==> src/rtl/lif_neuron_array.sv <==
// lif_neuron_array: time-multiplexed leaky integrate-and-fire neurons sharing one update datapath.
// One timestep walks neurons 0..N_NEURONS-1, consuming one input current per neuron.
module lif_neuron_array #(
    parameter int WIDTH = 16,
    parameter int N_NEURONS = 8,
    parameter int REFRAC_W = 4,
    localparam int IW = $clog2(N_NEURONS)
) (
    input  logic                 clk,
    input  logic                 reset,
    input  logic                 step_start,
    input  logic                 in_valid,
    output logic                 in_ready,
    input  logic [WIDTH-1:0]     in_current,
    input  logic [WIDTH-1:0]     leak_factor,
    input  logic [WIDTH-1:0]     threshold,
    input  logic [WIDTH-1:0]     reset_potential,
    input  logic [REFRAC_W-1:0]  refrac_period,
    output logic                 busy,
    output logic                 step_done,
    output logic [N_NEURONS-1:0] spikes,
    input  logic [IW-1:0]        rd_idx,
    output logic [WIDTH-1:0]     rd_potential
);
    localparam logic [1:0] IDLE = 2'd0, UPDATE = 2'd1, DONE = 2'd2;

    logic [1:0]           state;
    logic [IW-1:0]        idx;
    logic [WIDTH-1:0]     v [N_NEURONS];
    logic [REFRAC_W-1:0]  rc [N_NEURONS];
    logic [N_NEURONS-1:0] spk;
    logic [2*WIDTH-1:0]   prod;
    logic [WIDTH:0]       sum;
    logic [WIDTH-1:0]     sat;
    logic                 refr, fire, accept, last;

    assign in_ready     = state == UPDATE;
    assign busy         = state != IDLE;
    assign step_done    = state == DONE;
    assign rd_potential = v[rd_idx];
    assign accept       = in_valid && in_ready;
    assign last         = idx == IW'(N_NEURONS - 1);

    // leak never exceeds v, so the subtraction cannot wrap below zero
    always_comb begin
        prod = {{WIDTH{1'b0}}, v[idx]} * {{WIDTH{1'b0}}, leak_factor};
        sum  = {1'b0, v[idx]} + {1'b0, in_current} - {1'b0, prod[2*WIDTH-1:WIDTH]};
        sat  = sum[WIDTH] ? '1 : sum[WIDTH-1:0];
        refr = rc[idx] != '0;
        fire = !refr && sat >= threshold;
    end

    always_ff @(posedge clk or posedge reset) begin
        if (reset) begin
            state  <= IDLE;
            idx    <= '0;
            spk    <= '0;
            spikes <= '0;
            for (int i = 0; i < N_NEURONS; i++) begin
                v[i]  <= '0;
                rc[i] <= '0;
            end
        end else begin
            if (state == IDLE && step_start) begin
                state <= UPDATE;
                idx   <= '0;
            end
            if (state == DONE)
                state <= IDLE;
            if (accept) begin
                idx <= last ? '0 : idx + 1'b1;
                if (refr) begin
                    rc[idx]  <= rc[idx] - 1'b1;
                    spk[idx] <= 1'b0;
                end else if (fire) begin
                    v[idx]   <= reset_potential;
                    rc[idx]  <= refrac_period;
                    spk[idx] <= 1'b1;
                end else begin
                    v[idx]   <= sat;
                    spk[idx] <= 1'b0;
                end
                // last neuron's bit comes straight from the datapath so spikes is complete in DONE
                if (last) begin
                    state  <= DONE;
                    spikes <= {fire, spk[N_NEURONS-2:0]};
                end
            end
        end
    end
endmodule
==> config.mk <==
export PLATFORM = sky130hd
export DESIGN_NAME = lif_neuron_array
export DESIGN_NICKNAME = d
export VERILOG_FILES = /design/src/rtl/lif_neuron_array.sv
export SDC_FILE = /design/constraint.sdc
export NUM_CORES = 1
export LEC_CHECK = 0
export BUFFER_PORTS_ARGS = -buffer_cell sky130_fd_sc_hd__buf_4
export CAP_MARGIN = 20
export CORE_MARGIN = 10
export CORE_UTILIZATION = 45
export CTS_CLUSTER_DIAMETER = 120
export CTS_CLUSTER_SIZE = 8
export DETAILED_ROUTE_END_ITERATION = 10
export HOLD_SLACK_MARGIN = 0.15
export MAX_ROUTING_LAYER = met4
export PLACE_DENSITY = 0.72
export SYNTH_ARGS = -nofsm -noshare
export SYNTH_HDL_FRONTEND = slang
export SYNTH_SLANG_ARGS = --single-unit
==> constraint.sdc <==
create_clock -name clk -period 25.7 [get_ports clk]
set_input_delay 3.855 -clock clk [delete_from_list [all_inputs] [get_ports clk]]
set_output_delay 3.855 -clock clk [all_outputs]
set_load 0.1 [all_outputs]
; Word level (Yosys, flattened, before mapping)
; Index checks and enable logic that the tools add are counted.
[totals]
reg_bits = 181
in_bits = 75
output_inout_bits = 27
[op_classes]
n_addsub = 4
n_mul = 1
n_lt_le_gt_ge = 6
n_eq_ne = 3
muxes = 32
bitwise = 6
reduce_logical = 14
[ops]
columns = operator, n
row1 = bitwise mux 128 bit, 2
row2 = two-way mux 128 bit, 1
row3 = binary-select mux 16 bit (select 3 bit), 2
row4 = two-way mux 16 bit, 6
row5 = bitwise mux 32 bit, 2
row6 = two-way mux 32 bit, 2
row7 = demux 16 bit (select 3 bit), 1
row8 = multiplier 16 x 16 -> 32 bit, 1
row9 = adder 16 x 16 -> 17 bit, 1
row10 = subtractor 17 x 16 -> 17 bit, 1
row11 = >= comparator 16 bit, 1
row12 = two-way mux 8 bit, 2
row13 = binary-select mux 4 bit (select 3 bit), 1
row14 = demux 4 bit (select 3 bit), 1
row15 = two-way mux 4 bit, 3
row16 = two-way mux 3 bit, 3
row17 = bitwise AND 8 bit, 1
row18 = >= comparator 4 bit (second input constant), 2
row19 = two-way mux 2 bit, 4
row20 = NOT 3 -> 4 bit, 2
row21 = NOT 8 bit, 1
row22 = bitwise OR 8 bit, 1
row23 = AND reduction 2 bit, 3
row24 = nonzero test 2 bit, 3
row25 = other kinds (15), 19

; Longest topological paths before layout
[depth]
ltp_word = 11
depth_mapped = 54

; Worst setup path before layout
; OpenSTA, ideal clock, no wires.
[synth_path]
path_type = input to register
startpoint = input port leak_factor[7]
endpoint = register v[15] in the netlist's numbering
setup_time_ns = 0.135
t_arrival_ns = 13.454
required_ns = 25.565
slack_ns = 12.111
path_stages = 45
n_path_buf = 4
path_cell_list = clkbuf_1 nand2_1 fa_1 inv_1 fa_1 inv_1 fa_1 inv_1 fa_1 fa_1 inv_1 fa_1 inv_1 ha_1 and2_1 and3_1 or3b_2 o32ai_1 [... 9 more ...] nor2_1 inv_1 o22a_1 a21o_1 clkbuf_1 nand3b_1 inv_1 ha_1 nand2b_1 a21o_1 a21o_1 a21o_1 a211o_1 a21oi_1 nor2_4 buf_6 mux2i_2 o21ai_1
[synth_between]
elab_chain_cells = 6
elab_cells_between_ends = 7
[synth_lines]
columns = item, line
row1 = start: declaration, 15  ; input logic [WIDTH-1:0] leak_factor,
row2 = multiplier 16 x 16 -> 32 bit (*), 46  ; prod = {{WIDTH{1'b0}}, v[idx]} * {{WIDTH{1'b0}}, leak_factor};
row3 = subtractor 17 x 16 -> 17 bit (*), 47  ; sum = {1'b0, v[idx]} + {1'b0, in_current} - {1'b0, prod[2*WIDTH-1:WIDTH]};
row4 = two-way mux 16 bit (*), 48  ; sat = sum[WIDTH] ? '1 : sum[WIDTH-1:0];
row5 = >= comparator 16 bit, 50  ; fire = !refr && sat >= threshold;
row6 = logical AND 1 bit, 50
row7 = two-way mux 128 bit (*), 75  ; end else if (fire) begin
row8 = end signal: indexed assignment, 76  ; v[idx] <= reset_potential;
row9 = end signal: indexed assignment, 80  ; v[idx] <= sat;
row10 = end: declaration, 29  ; logic [WIDTH-1:0] v [N_NEURONS];
; Every way passes the cells marked *; elsewhere a longest branch is shown, timed or not.
; A chain may end at the register's enable or synchronous reset.

; Worst setup path in the final report
[layout_path]
startpoint = input port leak_factor[4]
endpoint = register v[90] in the netlist's numbering
; Same word-level chain as after synthesis.

==> results.md <==
- DP Cell Count: 2513
- Count leader, synth: nand2_1
- Clock skew: 14.7 ps
- Worst rel slew slack: 40.7%
- Max_cap viols: 0
- Via count: 14700
- Share of layout cells above drive strength 1: 15.1%
- Die height: 224 um
- Io pins: 102
- # setup viols final: 0
- Worst-case clock buffer depth: 2
- Initial DRC count: 1346
- CTS tree: yes
- CTS buffer count: 17
- Setup repair bufs after CTS: 0
- IO Port Bufs: 101
- Post-DR wirelength/cell: 20.4 um
- RSZ-0062 raised after global routing: no
- H-tree Lvls: 4
- Vias in the first global route: 15100
- Post-Syn Instances: 1943
- Largest net degree at the start of global routing: 116
- Setup crit end kind: flop
- RD Place Congestion: 0.902
- HPWL after DPL: 38.5 mm
- Sequential share of the synthesized area: 24.0%
- Buf+Inv Stages, Crit Path: 9
- Non-Filler Instances: 2547
- Yosys cell types: 81
- CP max stage delay: 600 ps
- Ant diodes: 0
- CP Data Arrival Time: 14700 ps
- CTS Hold Buffers Added: 0
- CP max FO: 16
- CP delay by family, top: adder cells
- Syn Std Cell Area: 18700 um^2
- Worst-Margin Slew: 890 ps
- Avg Cell Area, Syn: 9.64 um^2
- Post-synth net total: 2365
- Register-to-Register Path Depth: 46
- Clock Latency Late Sink: 440 ps
- R2R Path Start: idx[2]
- Max Slew Vio Count: 0
- # rows: 74
- Setup ws final: 11280 ps
- Fillers: 3774
- Post-synth ARST share: 100%
- Share of the synthesized area in the top cell type: 24.0%
- Minimum clock period: 14420 ps
- Critical Path Source Type: input pin
- Setup tns final: 0 ps
- Finished layout cell area: 20600 um^2
- Dpl cell area: 20000 um^2
- Most used DFF post-synth: dfrtp_1
- DIE AREA: 50200 um^2
- Worst hold path type: flop to flop
- Initial core utilization: 45.7%
- CTS sink count: 180
- Layout Nets: 2424
- Synth top area cells: dfrtp_1 (24%), fa_1 (22%), ha_1 (9.2%)
- CTS root buf: clkbuf_16
- DRC viols: 0
- Leading area contributor after synthesis: dfrtp_1
- DIE WIDTH: 224 um
- Routed Antenna Nets: 0
- Routed wire length: 52.0 mm
- Final hold violations: 0
- Hold path cells: 2
- Drt pass-1 iters: 5
- Gr ovfl total: 0
- Setup Slack @ Placement: 10950 ps
- Drt via density: 5.79
- Status: finished, final reports clean
- CTS clk-pin slew, worst paths: 70 ps
- Post-cts resize count: 0
- Gr usage total: 21.4%
- Slowest-stage cell, CP: mux2i_1
- #FFs+latches synth: 180
- Antenna violations before repair: 0
- Post-synth EDFFs: 0
- Synth top cells by count: nand2_1 (308), inv_1 (265), fa_1 (209), dfrtp_1 (180), ha_1 (138)
- FF-to-FF setup slack: 12430 ps
- Setup CP Type: input pin to flop
- Critical path required time: 25980 ps
- Area grow syn2layout: 10.1%
- Fmax: 69.4 MHz
- Final Cycle Share: 56.1%
- Core area: 41000 um^2
- First-pass GRT wire length: 83.1 mm
- R2R Path End: v[90]
- Synth warn: 0
logic make-up after synthesis:
logic type | Yosys count | share of synthesized area (%)
buffers and inverters | 363 | 7.44
xor gates and xnor gates | 29 | 1.36
DFF | 180 | 24.0
muxes | 123 | 9.56
adders and majority gates | 347 | 31.5
and+or+nand+nor | 552 | 14.1
AOI/OAI and AO/OA | 349 | 12.0
worst max path at each step:
stage | depth (start not counted) | endpoint | from
finish | 42 | v[90] | leak_factor[4]
CTS | 43 | v[90] | leak_factor[4]
global placement | 43 | v[106] | leak_factor[7]
global route | 43 | v[74] | leak_factor[7]
floorplan | 45 | v[15] | leak_factor[7]
detailed placement | 43 | v[90] | leak_factor[7]
layer usage:
metal / global-route usage, % / up-vias / share of wire (%)
li1: - / 6577 / -
met4: 4.91 / 0 / 1.8
met2: 33.3 / 625 / 46
met3: 2.69 / 69 / 7.5
met1: 29.5 / 7469 / 45
met5: - / - / 0
worst register-to-register path, delay by kind of cell, from the launching register on:
family	cells	cell delay (ps)
AOI/OAI and AO/OA	11	2250
adders and majority gates	10	4450
buffers and inverters	9	1250
DFF	1	920
muxes	1	610
and+or+nand+nor	15	3640
stage by stage:
stage | hold WS, ps | utilization (%)
2_1_floorplan | 444 | -
3_3_place_gp | 460 | 48.8
3_5_place_dp | 479 | 48.8
4_1_cts | 500 | 50.2
5_1_grt | 519 | 50.3
6_report | 492 | 50.3
flip-flops by register name (all words and copies together) (netlist names), named ones only:
| register | flops |
|---|---|
| idx | 3 |
| rc | 32 |
| spikes | 8 |
| state | 2 |
| v | 128 |
cell usage in the layout (no fill, tap or decap), types with 8 or more instances in the layout:
cell | Yosys | layout
nand2_1 | 308 | 308
inv_1 | 265 | 264
fa_1 | 209 | 209
dfrtp_1 | 180 | 180
ha_1 | 138 | 138
buf_4 | 2 | 135
and2_1 | 109 | 109
o21ai_1 | 81 | 81
mux2_2 | 64 | 64
o21ai_0 | 63 | 63
a22oi_1 | 54 | 54
a21oi_1 | 50 | 50
mux4_2 | 35 | 35
nand3_1 | 30 | 30
a21o_1 | 28 | 28
nor2_1 | 25 | 25
xnor2_1 | 18 | 18
clkbuf_16 | 0 | 17
nor2b_1 | 16 | 16
nand4_1 | 16 | 16
mux2i_1 | 12 | 12
mux2i_2 | 11 | 11
xor2_1 | 11 | 11
o31ai_1 | 10 | 10
o211ai_1 | 8 | 8
nor3_1 | 8 | 8
layout make-up:
type	count	area (um^2)	share of cell area, %
Timing Repair Buffer	137	1060	5.12
Clock buffer	19	443	2.15
Multi-Input combinational cell	1400	12800	62.2
Tap cell	532	666	3.23
Clock inverter	13	118	0.570
Inverter	266	1000	4.86
Sequential cell	180	4500	21.8
Power is not shown: default switching activity piles up to over one toggle a cycle in this logic, so the estimate is an artifact.
